File: config.mk
export PLATFORM = sky130hd
export DESIGN_NAME = adc_result_reader_flat
export DESIGN_NICKNAME = d
export VERILOG_FILES = /design/src/rtl/adc_result_reader_pkg.sv /design/src/rtl/adc_result_reader_if.sv /design/src/rtl/adc_result_fifo.sv /design/src/rtl/adc_result_reader.sv /design/src/flat_wrapper.sv
export SDC_FILE = /design/constraint.sdc
export NUM_CORES = 1
export LEC_CHECK = 0
export BUFFER_PORTS_ARGS = -buffer_cell sky130_fd_sc_hd__clkbuf_2
export CELL_PAD_IN_SITES_DETAIL_PLACEMENT = 1
export CELL_PAD_IN_SITES_GLOBAL_PLACEMENT = 2
export CORE_AREA = 2 2 114 72
export CTS_CLUSTER_DIAMETER = 200
export DETAILED_ROUTE_END_ITERATION = 7
export DIE_AREA = 0 0 116 74
export HOLD_SLACK_MARGIN = 0.08
export PLACE_DENSITY = 0.86
export SLEW_MARGIN = 20
export SYNTH_ARGS = -nofsm -noshare
export SYNTH_HDL_FRONTEND = slang
export SYNTH_SLANG_ARGS = --single-unit
export TNS_END_PERCENT = 20
File: constraint.sdc
create_clock -name clk -period 2.8 [get_ports clk]
set_input_delay 0.14 -clock clk [delete_from_list [all_inputs] [get_ports clk]]
set_output_delay 0.14 -clock clk [all_outputs]
set_load 0.005 [all_outputs]
File: src/rtl/adc_result_reader_pkg.sv
// ----------------------------------------------------------------------------
// adc_result_reader_pkg
//
// Shared constants and helpers for the ADC result reader.
//   DEFAULT_MATRIX_BITS : result width produced by the SAR ADC controller
//   DEFAULT_FIFO_DEPTH  : number of buffered results (power of two, >= 2)
//   clog2()             : pointer-width helper
//   fill_width()        : width of a fill-level count able to hold 0..depth
// ----------------------------------------------------------------------------
package adc_result_reader_pkg;

  localparam int DEFAULT_MATRIX_BITS = 12;
  localparam int DEFAULT_FIFO_DEPTH  = 4;

  // Ceiling log2; clog2(1) = 0.
  function automatic int clog2(input int value);
    int result;
    int v;
    result = 0;
    v      = value - 1;
    while (v > 0) begin
      result = result + 1;
      v      = v >> 1;
    end
    return result;
  endfunction

  // The count has to reach depth itself, hence one bit more than the pointer.
  function automatic int fill_width(input int depth);
    return clog2(depth) + 1;
  endfunction

  localparam int DEFAULT_FILL_W = fill_width(DEFAULT_FIFO_DEPTH);

endpackage

File: src/rtl/adc_result_reader_if.sv
// ----------------------------------------------------------------------------
// adc_result_reader_if
//
// Result stream from the reader to the digital back-end.
//   data_out       : FIFO head, 0 when empty
//   data_valid_out : FIFO holds at least one result
//   data_ready_in  : consumer takes data_out this cycle
//
// Handshake: a transfer happens on every rising clock edge where
// data_valid_out and data_ready_in are both 1. The producer never makes
// data_valid_out or data_out depend combinationally on data_ready_in; once
// valid is high the head stays put until it is transferred (or flushed by a
// clear or reset). The consumer may raise or drop ready freely.
//
// Modports: master = reader side, slave = back-end side.
// ----------------------------------------------------------------------------
interface adc_result_reader_if
  import adc_result_reader_pkg::*;
#(
  parameter int MATRIX_BITS = DEFAULT_MATRIX_BITS
);

  logic [MATRIX_BITS-1:0] data_out;
  logic                   data_valid_out;
  logic                   data_ready_in;

  modport master (
    output data_out,
    output data_valid_out,
    input  data_ready_in
  );

  modport slave (
    input  data_out,
    input  data_valid_out,
    output data_ready_in
  );

endinterface

File: src/rtl/adc_result_fifo.sv
// ----------------------------------------------------------------------------
// adc_result_fifo
//
// Small synchronous FIFO for ADC results. Separate read/write pointers that
// wrap naturally plus an explicit count, so full and empty are unambiguous.
//
// Ports:
//   clk, rst_n       : clock, asynchronous active-low reset
//   push_in          : write data_in this cycle
//   pop_in           : drop the head this cycle (ignored when empty)
//   clear_in         : flush; beats any same-cycle push/pop
//   overwrite_en_in  : push while full without pop replaces the oldest entry
//                      instead of being dropped
//   data_in          : value to write
//   head_out         : oldest entry, 0 when empty
//   not_empty_out    : at least one entry stored
//   full_out         : DEPTH entries stored
//   count_out        : number of stored entries, 0..DEPTH
// ----------------------------------------------------------------------------
module adc_result_fifo
  import adc_result_reader_pkg::*;
#(
  parameter int WIDTH = DEFAULT_MATRIX_BITS,
  parameter int DEPTH = DEFAULT_FIFO_DEPTH
) (
  input  logic                         clk,
  input  logic                         rst_n,
  input  logic                         push_in,
  input  logic                         pop_in,
  input  logic                         clear_in,
  input  logic                         overwrite_en_in,
  input  logic [WIDTH-1:0]             data_in,
  output logic [WIDTH-1:0]             head_out,
  output logic                         not_empty_out,
  output logic                         full_out,
  output logic [fill_width(DEPTH)-1:0] count_out
);

  localparam int PTR_W = clog2(DEPTH);
  localparam int CNT_W = fill_width(DEPTH);

  logic [WIDTH-1:0] mem_q [DEPTH];
  logic [WIDTH-1:0] mem_d [DEPTH];
  logic [PTR_W-1:0] wr_ptr_q, wr_ptr_d;
  logic [PTR_W-1:0] rd_ptr_q, rd_ptr_d;
  logic [CNT_W-1:0] count_q,  count_d;

  logic empty;
  logic full;
  logic do_pop;
  logic do_push;

  assign empty = (count_q == '0);
  assign full  = (count_q == CNT_W'(DEPTH));

  always_comb begin
    mem_d    = mem_q;
    wr_ptr_d = wr_ptr_q;
    rd_ptr_d = rd_ptr_q;
    count_d  = count_q;
    do_pop   = pop_in && !empty;
    // A full FIFO still accepts a push when a pop frees a slot in the same
    // cycle, or when overwriting is enabled.
    do_push  = push_in && (!full || do_pop || overwrite_en_in);

    if (clear_in) begin
      wr_ptr_d = '0;
      rd_ptr_d = '0;
      count_d  = '0;
    end else begin
      if (do_push) begin
        mem_d[wr_ptr_q] = data_in;
        wr_ptr_d        = wr_ptr_q + PTR_W'(1);
      end

      // Overwrite: the oldest entry is sacrificed by stepping the read
      // pointer past it, since the write lands on that very slot.
      if (do_pop || (do_push && full)) begin
        rd_ptr_d = rd_ptr_q + PTR_W'(1);
      end

      if (do_push && !do_pop && !full) begin
        count_d = count_q + CNT_W'(1);
      end else if (do_pop && !do_push) begin
        count_d = count_q - CNT_W'(1);
      end
    end
  end

  always_ff @(posedge clk or negedge rst_n) begin
    if (!rst_n) begin
      for (int i = 0; i < DEPTH; i++) begin
        mem_q[i] <= '0;
      end
      wr_ptr_q <= '0;
      rd_ptr_q <= '0;
      count_q  <= '0;
    end else begin
      mem_q    <= mem_d;
      wr_ptr_q <= wr_ptr_d;
      rd_ptr_q <= rd_ptr_d;
      count_q  <= count_d;
    end
  end

  // Decoded from registers only; stale storage never leaks out when empty.
  assign head_out      = empty ? '0 : mem_q[rd_ptr_q];
  assign not_empty_out = !empty;
  assign full_out      = full;
  assign count_out     = count_q;

endmodule

File: src/rtl/adc_result_reader.sv
// ----------------------------------------------------------------------------
// adc_result_reader
//
// Captures each completed result of the SAR ADC controller on the rising edge
// of its conversion-finished strobe and buffers it in a FIFO that drains
// through a valid/ready stream. The very first capture after reset is the
// controller's reset result and is discarded. A capture that finds the FIFO
// full (with no same-cycle pop) sets a sticky overflow flag.
//
// Configuration macro: ADC_READER_OVERWRITE_EN
//   defined   : push into a full FIFO overwrites the oldest entry
//   undefined : push into a full FIFO is dropped (default)
//
// Ports:
//   clk              : system clock, shared with the ADC controller
//   nrst             : asynchronous active-low reset
//   conv_finished_in : conversion-finished strobe from the controller
//   result_in        : ADC result, stable while conv_finished_in is high
//   clear_in         : synchronous flush of FIFO and overflow flag
//   bus              : result stream (data_out / data_valid_out / data_ready_in)
//   fill_level_out   : number of stored results, 0..FIFO_DEPTH
//   overflow_out     : sticky, a capture arrived while the FIFO was full
// ----------------------------------------------------------------------------
module adc_result_reader
  import adc_result_reader_pkg::*;
#(
  parameter int MATRIX_BITS = DEFAULT_MATRIX_BITS,
  parameter int FIFO_DEPTH  = DEFAULT_FIFO_DEPTH
) (
  input  logic                              clk,
  input  logic                              nrst,
  input  logic                              conv_finished_in,
  input  logic [MATRIX_BITS-1:0]            result_in,
  input  logic                              clear_in,
  adc_result_reader_if.master               bus,
  output logic [fill_width(FIFO_DEPTH)-1:0] fill_level_out,
  output logic                              overflow_out
);

`ifdef ADC_READER_OVERWRITE_EN
  localparam logic OVERWRITE_EN = 1'b1;
`else
  localparam logic OVERWRITE_EN = 1'b0;
`endif

  logic conv_finished_q, conv_finished_d;
  logic armed_q,         armed_d;
  logic overflow_q,      overflow_d;

  logic                   capture;
  logic                   push;
  logic                   pop;
  logic                   fifo_not_empty;
  logic                   fifo_full;
  logic [MATRIX_BITS-1:0] fifo_head;

  always_comb begin
    conv_finished_d = conv_finished_in;
    capture         = conv_finished_in && !conv_finished_q;
    // The first capture only arms the reader; clear_in leaves armed alone.
    armed_d         = armed_q || capture;
    push            = capture && armed_q;
    pop             = fifo_not_empty && bus.data_ready_in;

    overflow_d = overflow_q;
    if (clear_in) begin
      overflow_d = 1'b0;
    end else if (push && fifo_full && !pop) begin
      overflow_d = 1'b1;
    end
  end

  always_ff @(posedge clk or negedge nrst) begin
    if (!nrst) begin
      conv_finished_q <= 1'b0;
      armed_q         <= 1'b0;
      overflow_q      <= 1'b0;
    end else begin
      conv_finished_q <= conv_finished_d;
      armed_q         <= armed_d;
      overflow_q      <= overflow_d;
    end
  end

  adc_result_fifo #(
    .WIDTH (MATRIX_BITS),
    .DEPTH (FIFO_DEPTH)
  ) u_fifo (
    .clk             (clk),
    .rst_n           (nrst),
    .push_in         (push),
    .pop_in          (pop),
    .clear_in        (clear_in),
    .overwrite_en_in (OVERWRITE_EN),
    .data_in         (result_in),
    .head_out        (fifo_head),
    .not_empty_out   (fifo_not_empty),
    .full_out        (fifo_full),
    .count_out       (fill_level_out)
  );

  assign bus.data_out       = fifo_head;
  assign bus.data_valid_out = fifo_not_empty;
  assign overflow_out       = overflow_q;

endmodule

File: src/flat_wrapper.sv
// flat-port wrapper written by rule: the top's interface ports become plain ports
module adc_result_reader_flat import adc_result_reader_pkg::*;
#(
  parameter int MATRIX_BITS = DEFAULT_MATRIX_BITS,
  parameter int FIFO_DEPTH  = DEFAULT_FIFO_DEPTH
)
  (clk, nrst, conv_finished_in, result_in, clear_in, fill_level_out, overflow_out, bus_data_out, bus_data_valid_out, bus_data_ready_in);
  adc_result_reader_if #(.MATRIX_BITS(MATRIX_BITS)) bus_i ();
  input  logic clk;
  input  logic nrst;
  input  logic conv_finished_in;
  input  logic [MATRIX_BITS-1:0] result_in;
  input  logic clear_in;
  output logic [fill_width(FIFO_DEPTH)-1:0] fill_level_out;
  output logic overflow_out;
  output wire logic [$bits(bus_i.data_out)-1:0] bus_data_out;
  output wire logic [$bits(bus_i.data_valid_out)-1:0] bus_data_valid_out;
  input wire logic [$bits(bus_i.data_ready_in)-1:0] bus_data_ready_in;
  assign bus_data_out = bus_i.data_out;
  assign bus_data_valid_out = bus_i.data_valid_out;
  assign bus_i.data_ready_in = bus_data_ready_in;
  adc_result_reader #(.MATRIX_BITS(MATRIX_BITS), .FIFO_DEPTH(FIFO_DEPTH)) u_core (.clk(clk), .nrst(nrst), .conv_finished_in(conv_finished_in), .result_in(result_in), .clear_in(clear_in), .bus(bus_i), .fill_level_out(fill_level_out), .overflow_out(overflow_out));
endmodule
==> results.md <==
* Vias/cell at 4.87
* Synth Warn # at 0
* DR top layer: met4
* Cts hold-fix bufs at 2
* Place WS at 0.654 ns
* Period utilization at 78.6%
* CTS Buffer Depth at 2
* Initial antenna violation count at 0
* Asr flop ratio synth at 100%
* Met2 WL post-DR at 2.84 mm
* WL met1 at 3.23 mm
* WP data arrival at 2.46 ns
* Clock skew at 0.00813 ns
* Number of synthesized flops with an enable pin at 0
* Final wirelength at 6.36 mm
* Fmax at 454 MHz
* Hpwl dp at 4.26 mm
* Mapped cell area at 0.00305 mm²
* Post_cts resized at 0
* RSZ-0062 raised after global routing: false
* Post-route setup slack at 0.598 ns
* Area growth syn-to-layout at 18.1%
* Post-DRT Antenna Nets at 0
* First-pass DRT Iterations at 4
* Layout cells sized above 1 at 48.8%
* Mapped Avg Cell Area at 15.0 µm²
* Top-count cell post-synth: dfrtp_1
* Cell taking the most area after synthesis: dfrtp_1
* Syn Nets at 225
* Top-area cell type share of the netlist area at 47.5%
* Worst min-delay path class: input pin to flip-flop
* H-tree depth at 3
* CTS sink cnt at 58
* Reg clk slew, reported paths at 0.05 ns
* Max-cap violations at 0
* First-pass GRT wire length at 10.4 mm
* Placer Congestion at 0.709
* Root Buffer: clkbuf_16
* Setup violators final at 0
* Number of global-route vias before repair at 1895
* Crit path kind: flip-flop to flip-flop
* Leakage at 1.67 nW
* Peak VDD IR at 0.000258 V
* Min cycle time layout at 2.20 ns
* Port-buffer cells at 33
* Worst slew pin tran at 0.650 ns
* Crit end category: flip-flop
* Final setup TNS at 0 ns
* Largest cells by area after synthesis: dfrtp_1 (48%), mux2_4 (20%), mux4_2 (8.9%)
* Remaining routing DRC violations at 0
* Initial Util at 40.3%
* Status: finished clean
* Register area share after synthesis at 47.5%
* Post-CTS Setup Inserts at 0
* Routed WL per cell at 18.1 µm
* DR iter-0 viols at 64
* Die X at 116 µm
* Cells after synthesis at 203
* Synth cell types at 35
* Vias at 1715
* Diodes inserted at 0
* # rows at 25
* GR Overflow Total at 0
* Crit start category: flip-flop
* Inserted Clock Buffers at 9
* # nets final at 263
* Skew-Pair Late Insertion Delay at 0.33 ns
* Flop-to-flop setup slack at 0.60 ns
* Core area at 0.00757 mm²
* Worst Path Required at 3.06 ns
* Hold Vio Cnt, Final at 0
* CTS tree: done
* Largest net degree at the start of global routing at 40
* GRT Overall Usage at 16.7%
* Pwr dens at 837 mW/mm²
* Top Ports at 34
* Slew Limit Fails at 0
* Top cells by count, synth: dfrtp_1 (58), mux2_4 (40), and2_1 (12), mux4_2 (12)
* Seq cells post-synth at 58
* Met3 wire length at 203 µm
* Chip Height at 74 µm
* Worst rel slew slack at 56.7%
* Main flop type after synthesis: dfrtp_1
* Crit Path Max Fanout at 10
* DIE AREA at 0.00858 mm²
flip-flops by register name (all words and copies together), names as in the netlist:
name,cells
u_core.u_fifo.rd_ptr_q,2
u_core.overflow_out,1
u_core.armed_q,1
u_core.u_fifo.mem_q,48
u_core.u_fifo.count_out,3
u_core.u_fifo.wr_ptr_q,2
u_core.conv_finished_q,1
cell families (layout without fill, tap and decap cells):
group                      after synthesis  count (layout)  synth area share [%]
muxes                                   61              61                  31.8
adders and majority gates                5               5                  2.30
buffers and inverters                   21              62                  4.47
xor gates and xnor gates                 6               6                  1.72
AOI/OAI and AO/OA                       15              15                  3.24
DFF                                     58              58                  47.5
and+or+nand+nor                         37              37                  8.93
path summary, 6_finish.rpt:
path,from,depth (start not counted),to
worst max-delay path,u_core.u_fifo.count_out[1],7,u_core.u_fifo.count_out[1]
worst min-delay path,result_in[8],2,u_core.u_fifo.mem_q[8]
worst max register to register,u_core.u_fifo.count_out[1],7,u_core.u_fifo.count_out[1]
worst min register to register,u_core.armed_q,1,u_core.armed_q
max in group asynchronous,nrst,3,u_core.u_fifo.mem_q[28]
min in group asynchronous,nrst,2,u_core.u_fifo.count_out[1]
layout by cell type, fill, tap and decap left out, types with 3 or more instances in the layout:
master / synthesis / routed
dfrtp_1: 58 / 58
mux2_4: 40 / 40
clkbuf_2: 0 / 33
mux4_2: 12 / 12
and2_1: 12 / 12
clkbuf_16: 0 / 9
nor2_1: 8 / 8
mux2_2: 8 / 8
buf_4: 3 / 7
inv_1: 6 / 6
a21oi_1: 6 / 6
nor3b_4: 4 / 4
xnor2_1: 4 / 4
ha_1: 4 / 4
nand2_1: 3 / 3
layout make-up:
type	instances	area, µm²
Multi-Input combinational cell	124	1470
Clock buffer	11	253
Timing Repair Buffer	42	238
Fill cell	778	3970
Sequential cell	58	1450
Inverter	6	22.5
Tap cell	108	135
Clock inverter	3	40.0
worst max-delay path: stages (launching register included):
cell	delay, ns
dfrtp_1	0.51
or3_1	0.44
a21oi_1	0.16
fa_1	0.49
nand2_1	0.09
o21ai_0	0.09
a21oi_1	0.17
o311a_1	0.18
per-layer routing:
| layer | GRT usage (%) | up-vias |
|---|---|---|
| met4 | 5.95 | 0 |
| met5 | 0 | - |
| li1 | - | 794 |
| met2 | 25.1 | 31 |
| met3 | 4.48 | 8 |
| met1 | 23.7 | 882 |
power breakdown:
group,internal [mW],switching (mW),leakage [nW]
Sequential,1.00,0.129,0.757
Clock,0.722,0.361,0.147
Combinational,0.483,0.321,0.765
Total,2.21,0.811,1.67
metrics by stage:
stage	util, %	cell area, µm²	hold WS, ns	instances	total power [mW]
floorplan	-	3050	-0.156	203	1.70
global placement	43.5	3290	0.138	336	1.92
detailed placement	43.5	3290	0.142	336	1.95
CTS	47.6	3600	0.102	352	3.05
global route	47.6	3600	0.115	352	3.19
finish	47.6	3600	0.108	352	3.02
(Power assumes the default switching activity.)
